`src/rtl/logip_pkg.sv`:
```
// Shared types and widths for the logic-analyzer capture controller.
// The byte-swap helper converts the transmitter's command byte order into count values.
package logip_pkg;

   localparam int CMD_WIDTH = 32;
   localparam int CNT_WIDTH = CMD_WIDTH / 2;

   typedef enum logic [2:0] {
      IDLE,
      DELAY,
      READ,
      RD_WAIT,
      TX_WAIT
   } states_t;

   // Counts arrive over the serial link with their bytes in swapped order.
   function automatic logic [CNT_WIDTH-1:0] swapBytes(input logic [CNT_WIDTH-1:0] half);
      return {half[7:0], half[15:8]};
   endfunction

endpackage

```
`src/rtl/capture_ctrl_if.sv`:
```
// Sample-RAM and transmitter handshake bundle between the capture controller and its peers.
interface capture_ctrl_if #(
   parameter int DEPTH = 5
);

   logic             we;
   logic             re;
   logic [DEPTH-1:0] addr;
   logic             tx_rdy;
   logic             tx_stb;
   logic             tx_sel;

   modport master (
      output we,
      output re,
      output addr,
      output tx_stb,
      output tx_sel,
      input  tx_rdy
   );

   modport slave (
      input  we,
      input  re,
      input  addr,
      input  tx_stb,
      input  tx_sel,
      output tx_rdy
   );

endinterface

```
`src/rtl/capture_ctrl_sat_cnt.sv`:
```
// Saturating up-counter; tracks how much of the circular sample RAM holds real data.
module sat_cnt #(
   parameter int               WIDTH = 6,
   parameter logic [WIDTH-1:0] MAX   = '1
) (
   input  logic             clk_i,
   input  logic             rst_i,
   input  logic             inc_i,
   output logic [WIDTH-1:0] cnt_o
);

   logic [WIDTH-1:0] cnt_q;
   logic [WIDTH-1:0] cnt_d;

   always_comb begin
      cnt_d = cnt_q;
      if (inc_i && (cnt_q != MAX)) begin
         cnt_d = cnt_q + WIDTH'(1);
      end
   end

   always_ff @(posedge clk_i or posedge rst_i) begin
      if (rst_i) begin
         cnt_q <= '0;
      end else begin
         cnt_q <= cnt_d;
      end
   end

   assign cnt_o = cnt_q;

endmodule

```
`src/rtl/capture_ctrl.sv`:
```
// Logic-analyzer capture controller: circular sample recording, post-trigger delay,
// then newest-first readout of the captured window to the UART transmitter.
module capture_ctrl
   import logip_pkg::*;
#(
   parameter int DEPTH     = 5,
   parameter int GRAN_LOG2 = 2,
   parameter int RD_LAT    = 1
) (
   input  logic                 clk_i,
   input  logic                 rst_i,
   input  logic                 set_cnt_i,
   input  logic [CMD_WIDTH-1:0] cmd_i,
   input  logic                 run_i,
   input  logic                 abort_i,
   input  logic                 stb_i,
   capture_ctrl_if.master       bus,
   output logic                 busy_o,
   output logic                 done_o
);

   localparam int             TGT_W    = CNT_WIDTH + GRAN_LOG2;
   localparam logic [2:0]     LAT_END  = 3'(RD_LAT);
   localparam logic [DEPTH:0] FILL_MAX = {1'b1, {DEPTH{1'b0}}};

   states_t              state_q,   state_d;
   logic [TGT_W-1:0]     cnt_q,     cnt_d;
   logic [DEPTH-1:0]     ptr_q,     ptr_d;
   logic [TGT_W-1:0]     limit_q,   limit_d;
   logic [CNT_WIDTH-1:0] rd_cnt_q,  rd_cnt_d;
   logic [CNT_WIDTH-1:0] dly_cnt_q, dly_cnt_d;
   logic [2:0]           lat_q,     lat_d;
   logic                 tx_first_q, tx_first_d;

   logic             weInt;
   logic             reInt;
   logic             txStbInt;
   logic             doneInt;
   logic [DEPTH:0]   fill;
   logic [TGT_W-1:0] dlyTgt;
   logic [TGT_W-1:0] rdTgt;
   logic [TGT_W-1:0] fillWide;

   assign dlyTgt   = TGT_W'(dly_cnt_q) << GRAN_LOG2;
   assign rdTgt    = TGT_W'(rd_cnt_q) << GRAN_LOG2;
   assign fillWide = TGT_W'(fill);

   sat_cnt #(
      .WIDTH (DEPTH + 1),
      .MAX   (FILL_MAX)
   ) u_fill (
      .clk_i (clk_i),
      .rst_i (rst_i),
      .inc_i (weInt),
      .cnt_o (fill)
   );

   // Abort is checked first in every busy state so it beats writes, reads and completion.
   always_comb begin
      state_d    = state_q;
      cnt_d      = cnt_q;
      ptr_d      = ptr_q;
      limit_d    = limit_q;
      rd_cnt_d   = rd_cnt_q;
      dly_cnt_d  = dly_cnt_q;
      lat_d      = lat_q;
      tx_first_d = tx_first_q;
      weInt      = 1'b0;
      reInt      = 1'b0;
      txStbInt   = 1'b0;
      doneInt    = 1'b0;

      case (state_q)
         IDLE: begin
            if (set_cnt_i) begin
               rd_cnt_d  = swapBytes(cmd_i[31:16]);
               dly_cnt_d = swapBytes(cmd_i[15:0]);
            end
            if (stb_i) begin
               weInt = 1'b1;
               ptr_d = ptr_q + DEPTH'(1);
            end
            if (run_i) begin
               state_d = DELAY;
               cnt_d   = '0;
            end
         end

         DELAY: begin
            if (abort_i) begin
               state_d = IDLE;
               cnt_d   = '0;
            end else if (cnt_q == dlyTgt) begin
               state_d = READ;
               cnt_d   = '0;
               ptr_d   = ptr_q - DEPTH'(1);
               limit_d = (rdTgt < fillWide) ? rdTgt : fillWide;
            end else if (stb_i) begin
               weInt = 1'b1;
               ptr_d = ptr_q + DEPTH'(1);
               cnt_d = cnt_q + TGT_W'(1);
            end
         end

         READ: begin
            if (abort_i) begin
               state_d = IDLE;
               cnt_d   = '0;
            end else if (cnt_q == limit_q) begin
               state_d = IDLE;
               cnt_d   = '0;
               doneInt = 1'b1;
            end else begin
               reInt   = 1'b1;
               state_d = RD_WAIT;
               lat_d   = 3'd1;
            end
         end

         // RAM data lands RD_LAT cycles after re, exactly when the transmitter is strobed.
         RD_WAIT: begin
            if (abort_i) begin
               state_d = IDLE;
               cnt_d   = '0;
            end else if (lat_q == LAT_END) begin
               txStbInt   = 1'b1;
               ptr_d      = ptr_q - DEPTH'(1);
               cnt_d      = cnt_q + TGT_W'(1);
               state_d    = TX_WAIT;
               tx_first_d = 1'b1;
            end else begin
               lat_d = lat_q + 3'd1;
            end
         end

         TX_WAIT: begin
            if (abort_i) begin
               state_d = IDLE;
               cnt_d   = '0;
            end else if (tx_first_q) begin
               tx_first_d = 1'b0;
            end else if (bus.tx_rdy) begin
               state_d = READ;
            end
         end

         default: begin
            state_d = IDLE;
         end
      endcase
   end

   always_ff @(posedge clk_i or posedge rst_i) begin
      if (rst_i) begin
         state_q    <= IDLE;
         cnt_q      <= '0;
         ptr_q      <= '0;
         limit_q    <= '0;
         rd_cnt_q   <= CNT_WIDTH'(1);
         dly_cnt_q  <= CNT_WIDTH'(1);
         lat_q      <= '0;
         tx_first_q <= 1'b0;
      end else begin
         state_q    <= state_d;
         cnt_q      <= cnt_d;
         ptr_q      <= ptr_d;
         limit_q    <= limit_d;
         rd_cnt_q   <= rd_cnt_d;
         dly_cnt_q  <= dly_cnt_d;
         lat_q      <= lat_d;
         tx_first_q <= tx_first_d;
      end
   end

   // Strobes are masked while reset is held so a live stb_i cannot leak through.
   assign bus.we     = weInt & ~rst_i;
   assign bus.re     = reInt & ~rst_i;
   assign bus.tx_stb = txStbInt & ~rst_i;
   assign bus.addr   = ptr_q;
   assign bus.tx_sel = (state_q != IDLE);
   assign busy_o     = (state_q != IDLE);
   assign done_o     = doneInt & ~rst_i;

endmodule

```
`src/flat_wrapper.sv`:
```
// flat-port wrapper written by rule: the top's interface ports become plain ports
module capture_ctrl_flat import logip_pkg::*;
#(
   parameter int DEPTH     = 5,
   parameter int GRAN_LOG2 = 2,
   parameter int RD_LAT    = 1
)
  (clk_i, rst_i, set_cnt_i, cmd_i, run_i, abort_i, stb_i, busy_o, done_o, bus_we, bus_re, bus_addr, bus_tx_stb, bus_tx_sel, bus_tx_rdy);
  capture_ctrl_if #(.DEPTH(DEPTH)) bus_i ();
  input  logic clk_i;
  input  logic rst_i;
  input  logic set_cnt_i;
  input  logic [CMD_WIDTH-1:0] cmd_i;
  input  logic run_i;
  input  logic abort_i;
  input  logic stb_i;
  output logic busy_o;
  output logic done_o;
  output wire logic [$bits(bus_i.we)-1:0] bus_we;
  output wire logic [$bits(bus_i.re)-1:0] bus_re;
  output wire logic [$bits(bus_i.addr)-1:0] bus_addr;
  output wire logic [$bits(bus_i.tx_stb)-1:0] bus_tx_stb;
  output wire logic [$bits(bus_i.tx_sel)-1:0] bus_tx_sel;
  input wire logic [$bits(bus_i.tx_rdy)-1:0] bus_tx_rdy;
  assign bus_we = bus_i.we;
  assign bus_re = bus_i.re;
  assign bus_addr = bus_i.addr;
  assign bus_tx_stb = bus_i.tx_stb;
  assign bus_tx_sel = bus_i.tx_sel;
  assign bus_i.tx_rdy = bus_tx_rdy;
  capture_ctrl #(.DEPTH(DEPTH), .GRAN_LOG2(GRAN_LOG2), .RD_LAT(RD_LAT)) u_core (.clk_i(clk_i), .rst_i(rst_i), .set_cnt_i(set_cnt_i), .cmd_i(cmd_i), .run_i(run_i), .abort_i(abort_i), .stb_i(stb_i), .bus(bus_i), .busy_o(busy_o), .done_o(done_o));
endmodule
```
`config.mk`:
```
export PLATFORM = sky130hd
export DESIGN_NAME = capture_ctrl_flat
export DESIGN_NICKNAME = d
export VERILOG_FILES = /design/src/rtl/logip_pkg.sv /design/src/rtl/capture_ctrl_if.sv /design/src/rtl/capture_ctrl_sat_cnt.sv /design/src/rtl/capture_ctrl.sv /design/src/flat_wrapper.sv
export SDC_FILE = /design/constraint.sdc
export NUM_CORES = 1
export LEC_CHECK = 0
export CORE_MARGIN = 10
export CORE_UTILIZATION = 65
export CTS_BUF_LIST = sky130_fd_sc_hd__clkbuf_8
export CTS_CLUSTER_DIAMETER = 200
export CTS_CLUSTER_SIZE = 8
export DETAILED_ROUTE_END_ITERATION = 10
export DONT_BUFFER_PORTS = 1
export PLACE_DENSITY = 0.81
export SYNTH_ARGS = -nofsm -noshare
export SYNTH_HDL_FRONTEND = slang
export SYNTH_SLANG_ARGS = --single-unit
```
`constraint.sdc`:
```
create_clock -name clk_i -period 5.4 [get_ports clk_i]
set_input_delay 0.81 -clock clk_i [delete_from_list [all_inputs] [get_ports clk_i]]
set_output_delay 0.81 -clock clk_i [all_outputs]
set_load 0.01 [all_outputs]
```
==> impl_results.md, run 1 <==
- Unrepaired setup endpoints after global routing: false
- Initial Utilization: 67.1%
- Vias in the first global route: 3,340
- Warnings, synthesis: 0
- Data arrival time of the critical path: 2250 ps
- TritonCTS Buffers: 9
- Sequential share of the synthesized area: 47.0%
- Worst Path Required: 4590 ps
- Post-route ant nets: 0
- Status: completed
- Drt first pass iters: 5
- Synth top area share: 45.8%
- Fin Hold WS: 484 ps
- Final period utilization: 56.7%
- Met2 Resource Use GR: 31.8%
- Lkg Pwr: 2.18 nW
- Rows: 30
- Max Fclk: 0.327 GHz
- Crit. Startpoint: u_core.state_q[0]
- Total number of vias: 3,258
- Hold endpoint: u_core.lat_q[2]
- Maximum vdd drop: 0.399 mV
- Reg2Reg Capture Point: u_core.cnt_q[9]
- HPWL after DPL: 7080 um
- Vias per cell: 6.22
- Reg2reg setup slack: 2500 ps
- # clock sinks: 86
- Final instance area: 4810 sq um
- Skew final: 10.7 ps
- Final setup fails: 0
- Ys flop type: dfrtp_1
- Area delta synth->final: 4.96%
- Kind of end point of the critical path: output port
- First-pass GRT wire length: 16,800 um
- GRT overflow: 0
- Setup TNS: 0 ps
- Critical-path cell list: nor3b_1, and2b_1, o21ai_4, a211oi_1
- Startpoint Class: flop
- Post-CTS Setup Inserts: 0
- Worst Hold Class: flop to flop
- Synth Instances: 434
- Initial antenna violation count: 0
- Worst relative slew slack: 28.2%
- Clk slew on worst S/H paths: 80 ps
- Syn_nets: 485
- Largest buffer count on any clock path: 2
- Core area: 6830 sq um
- Synth unique cells: 58
- Critical path fanouts, max: 16
- Largest net degree at the start of global routing: 87
- CP max-delay cell: dfrtp_1
- Dpl cell area: 4600 sq um
- GRT Overall Usage: 18.7%
- Hold Buf Count CTS: 0
- CTS tree: yes
- Cell area after technology mapping: 4590 sq um
- Resized cells post-CTS: 0
- Antenna fix cells: 0
- Die Width: 104 um
- Post-Syn Area per Cell: 10.6 sq um
- Met1 Use GR: 22.4%
- M3 GR Usage: 3.84%
- Top cells by area, synth: dfrtp_1, mux2_2, xor2_1
- Height of the die: 104 um
- Final wirelength: 9710 um
- Initial DRC Count: 190
- Max H-tree Level: 3
- EDFF count, synth: 0
- Reg2reg start: u_core.cnt_q[3]
- Worst r2r path cells: 7
- Final Hold Violating Endpoints: 0
- I/O pins: 50
- Max cap viols: 0
- Yosys reg bits: 86
- Nets: 474
- Hold_sp: u_core.lat_q[2]
- WHS Path Cells: 1
- # DRC: 0
- Die area: 10,800 sq um
- Share of post-route cells with drive strength above 1: 16.1%
- Final min period: 3060 ps
- Final Slew Violations: 0
- Slowest Stage Delay on Critical Path: 620 ps
- Final Power: 2.25 mW
- Fin util: 70.5%
- Routed len/inst: 18.5 um
- GP Congestion: 0.901
- Yosys top cell by area: dfrtp_1
- Worst-margin pin slew: 1070 ps
- Asr flop ratio synth: 100%
- Busiest grt layer: met2
- I/O Buffers: 0
- CTS root buffer: clkbuf_8
- # fillers: 491
- Worst Setup Path Type: flop to output port
- Pwr/cell area: 468 nW/um^2
- Clock latency on the worst-skew pair: 360 ps
## power breakdown
group          switching [mW]  internal, mW  total (mW)  leakage (nW)
Clock                   0.231         0.258       0.489         0.110
Sequential              0.197         0.840        1.04          1.10
Combinational           0.384         0.344       0.728         0.973
Total                   0.812          1.44        2.25          2.18
## logic make-up after synthesis
| group | synth area share (%) |
|---|---|
| AOI/OAI and AO/OA | 13.3 |
| and+or+nand+nor | 14.9 |
| DFF | 47.0 |
| buffers and inverters | 4.61 |
| muxes | 8.73 |
| xor gates and xnor gates | 8.21 |
| adders and majority gates | 3.27 |
## flip-flops by register name, summed over array words and instances (netlist names)
register and cells:
u_core.u_fill.cnt_o 6, u_core.state_q 3, u_core.cnt_q 18, u_core.rd_cnt_q 16, u_core.dly_cnt_q 16, u_core.limit_q 18
u_core.tx_first_q 1, u_core.bus.addr 5, u_core.lat_q 3
## worst max path at each step
stage,end,cells past startpoint
global placement,bus_we,4
CTS,bus_we,4
floorplan,bus_tx_stb,3
detailed placement,u_core.cnt_q[9],7
finish,bus_we,4
global route,bus_we,4
## through the flow
step / instances / worst slack [ps]
after floorplan: 434 / 1560
after global placement: 508 / 2580
after detailed placement: 508 / 2560
after CTS: 524 / 2340
after global routing: 524 / 2120
final: 524 / 2340
## synthesized netlist by cell type, drive strengths merged (4+ instances only)
library cell	count
and3	7
nand2	21
nand4	4
buf	11
xor2	32
nor2b	4
a21oi	12
clkbuf	15
and2	13
mux2	32
nor2	21
a31oi	5
nor4	12
inv	19
and4	4
a211oi	4
nand3	12
mux2i	4
xnor2	11
nand2b	6
nor3	6
ha	12
dfrtp	84
o21ai	34
o31ai	20
## layout make-up
type	count	area (sq um)	area share (%)
Multi-Input combinational cell	303	2220	46.2
Timing Repair Buffer	4	30.0	0.624
Clock buffer	9	124	2.57
Tap cell	96	120	2.49
Inverter	19	72.6	1.51
Sequential cell	86	2150	44.8
Clock inverter	7	90.1	1.87
## worst max-delay path, delay by kind of cell (launching register included)
kind / cells / cell delay [ps]
AND/OR/NAND/NOR: 2 / 700
flip-flops: 1 / 620
AO/OA/AOI/OAI: 2 / 560
## metal layers
| layer | wire, um | vias to the layer above |
|---|---|---|
| li1 | - | 1515 |
| met1 | 3930 | 1595 |
| met2 | 4940 | 126 |
| met3 | 588 | 22 |
| met4 | 250 | 0 |
| met5 | 0 | - |
## cells in the final DEF (no fill, tap or decap), types with 5 or more instances in the layout
cell type,instances
a21oi_1,12
nand2b_1,6
xor2_1,32
nor2_1,18
nand2_1,21
and2_1,13
ha_1,12
dfrtp_1,84
mux2_2,32
nor4_1,10
nor3_1,6
and3_1,7
o21ai_0,30
a31oi_1,5
clkbuf_8,9
xnor2_1,11
inv_1,19
nand3_1,10
o31ai_1,19
(Power assumes the default switching activity.)
==> run 2: changes to the inputs <==
Clock period 5.4 ns to 3.18 ns, I/O delays scaled along.
==> run 2 against run 1 <==
Effect of this change: sequential share of layout area shrank 0.24 points; global-route usage grew 0.72 points; die area is the same; worst setup slack lost 1900 ps; clock skew grew 1.2 ps; worst hold slack lost 330 ps; sequential power grew 68%; wire length grew 3.1%; clock-buffer cell count is the same; clock power grew 52%; total power grew 70%; non-clock buffer count grew 7; critical endpoint is now u_core.cnt_q[13].
==> impl_results.md, run 2 (synthesis results as in run 1) <==
- Skew final: 11.9 ps (+1.18 ps)
- Antenna fix cells: 0 (unchanged)
- TritonCTS Buffers: 9 (unchanged)
- Max H-tree Level: 3 (unchanged)
- Clk slew on worst S/H paths: 100 ps (+20 ps)
- Height of the die: 104 um (unchanged)
- Max Fclk: 0.371 GHz
- Resized cells post-CTS: 0 (unchanged)
- Die Width: 104 um (unchanged)
- Data arrival time of the critical path: 2970 ps (+720 ps)
- Max cap viols: 0 (unchanged)
- Worst r2r path cells: 7 (unchanged)
- Final min period: 2690 ps
- Commonest non-fill, non-tap cell in the layout: dfrtp_1
- Final Hold Violating Endpoints: 0 (unchanged)
- GP Congestion: 0.925 (+2.7%)
- Die area: 10,800 sq um (unchanged)
- Pwr/cell area: 790 nW/um^2 (+69%)
- Hold endpoint: u_core.state_q[2]
- Setup ws final: 486 ps (-1850 ps)
- Reg2Reg Capture Point: u_core.cnt_q[13]
- Count of non-filler cells in the finished layout: 531 (+1.3%)
- Final wirelength: 10,000 um (+3.1%)
- Dpl cell area: 4650 sq um (+1.1%)
- WHS Path Cells: 1 (unchanged)
- Startpoint Class: flop
- Total number of vias: 3,228 (-0.92%)
- Routed len/inst: 18.9 um (+1.8%)
- DP Cell Count: 515 (+1.4%)
- Clock latency on the worst-skew pair: 370 ps (about the same)
- Post-route ant nets: 0 (unchanged)
- Critical path fanouts, max: 11 (-5)
- Initial DRC Count: 160 (-16%)
- Largest net degree at the start of global routing: 87 (unchanged)
- Vias in the first global route: 3,301 (-1.2%)
- Worst relative slew slack: 29.4% (+1.2 points)
- # clock sinks: 86 (unchanged)
- Vias per cell: 6.08 (-2.2%)
- GRT overflow: 0 (unchanged)
- CTS tree: yes
- Post-CTS Setup Inserts: 0 (unchanged)
- Status: completed
- Rows: 30 (unchanged)
- Kind of end point of the critical path: flop
- GRT Overall Usage: 19.4% (+0.72 points)
- Core area: 6830 sq um (unchanged)
- Setup TNS: 0 ps (unchanged)
- Maximum vdd drop: 0.558 mV (+40%)
- Reg2reg start: u_core.cnt_q[12]
- Worst Hold Class: primary input to flop
- Hold_sp: abort_i
- Top Registers: u_core.cnt_q: 18 flops, u_core.limit_q: 18 flops
- Largest buffer count on any clock path: 2 (unchanged)
- Nets: 481 (+1.5%)
- First-pass GRT wire length: 17,300 um (+3.0%)
- Initial antenna violation count: 0 (unchanged)
- Final Slew Violations: 0 (unchanged)
- Final period utilization: 84.7%
- Post-Place Worst Slack: 497 ps (-2060 ps)
- Worst Setup Path Type: flop to flop
- Final instance area: 4840 sq um (+0.55%)
- Most frequent cells in the layout: dfrtp_1, mux2_2, xor2_1
- Worst Path Required: 3450 ps (-1140 ps)
- Reg2reg setup slack: 490 ps (-2010 ps)
- Lkg Pwr: 2.19 nW (+0.70%)
- Area delta synth->final: 5.54%
- Initial Utilization: 67.1% (unchanged)
- I/O pins: 50 (unchanged)
- Unrepaired setup endpoints after global routing: false
- I/O Buffers: 0 (unchanged)
- CTS root buffer: clkbuf_8
- Share of post-route cells with drive strength above 1: 17.7% (+1.6 points)
- Drt first pass iters: 4 (-1)
- HPWL after DPL: 7330 um (+3.6%)
- Worst-margin pin slew: 1060 ps (-10.3 ps)
- Final setup fails: 0 (unchanged)
- # DRC: 0 (unchanged)
- Hold Buf Count CTS: 0 (unchanged)
==> run 2: cell count changes in the layout (fill, tap and decap cells not counted), sizes merged <==
cell	previous run	this run
clkinv	4	1
buf	4	11
bufinv	2	0
inv	19	23
clkinvlp	1	2
==> run 2: how the worst max path moves through the flow <==
stage,from,end,slack [ps],cells past startpoint
final,u_core.cnt_q[12],u_core.cnt_q[13],490,7
after global routing,u_core.cnt_q[12],u_core.cnt_q[13],290,7
after CTS,u_core.cnt_q[12],u_core.cnt_q[13],470,7
after detailed placement,u_core.cnt_q[12],u_core.cnt_q[13],500,7
after global placement,u_core.cnt_q[12],u_core.cnt_q[13],580,7
after floorplan,rst_i,bus_tx_stb,3,3
==> run 2: power breakdown <==
part | internal (mW) | switching, mW | leakage, nW
combinational | 0.626 | 0.704 | 1.01
clock | 0.303 | 0.443 | 0.0907
sequential | 1.43 | 0.325 | 1.10
==> run 2: per-stage QoR <==
| step | total power [mW] | hold slack, ps | util [%] |
|---|---|---|---|
| finish | 3.83 | 155 | 70.9 |
| floorplan | 2.74 | 442 | - |
| detailed placement | 3.09 | 476 | 68.1 |
| global route | 4.10 | 141 | 70.9 |
| CTS | 3.84 | 142 | 70.9 |
| global placement | 3.01 | 467 | 68.1 |
==> run 2: final cells by class <==
cell class | count | area [sq um]
sequential | 86 | 2150
inverter | 19 | 72.6
tap | 96 | 120
clock buffer | 9 | 124
clock inverter | 7 | 63.8
fill | 497 | 1990
multi-input combinational | 303 | 2220
timing repair buffer | 11 | 82.6
==> run 2: worst max-delay path, stage by stage (launching register included) <==
cell	delay, ps
dfrtp_1	450
xor2_1	170
nor4_1	420
nand3_1	210
nor2_2	250
o21ai_2	110
or3_1	590
o41ai_1	390
==> run 2: layer usage <==
| metal | vias up | global-route usage (%) | routed length, um |
|---|---|---|---|
| met5 | - | 0 | 0 |
| met4 | 0 | 6.96 | 205 |
| met3 | 21 | 4.96 | 646 |
| met2 | 99 | 31.8 | 4990 |
| met1 | 1579 | 24.1 | 4180 |
| li1 | 1529 | - | - |
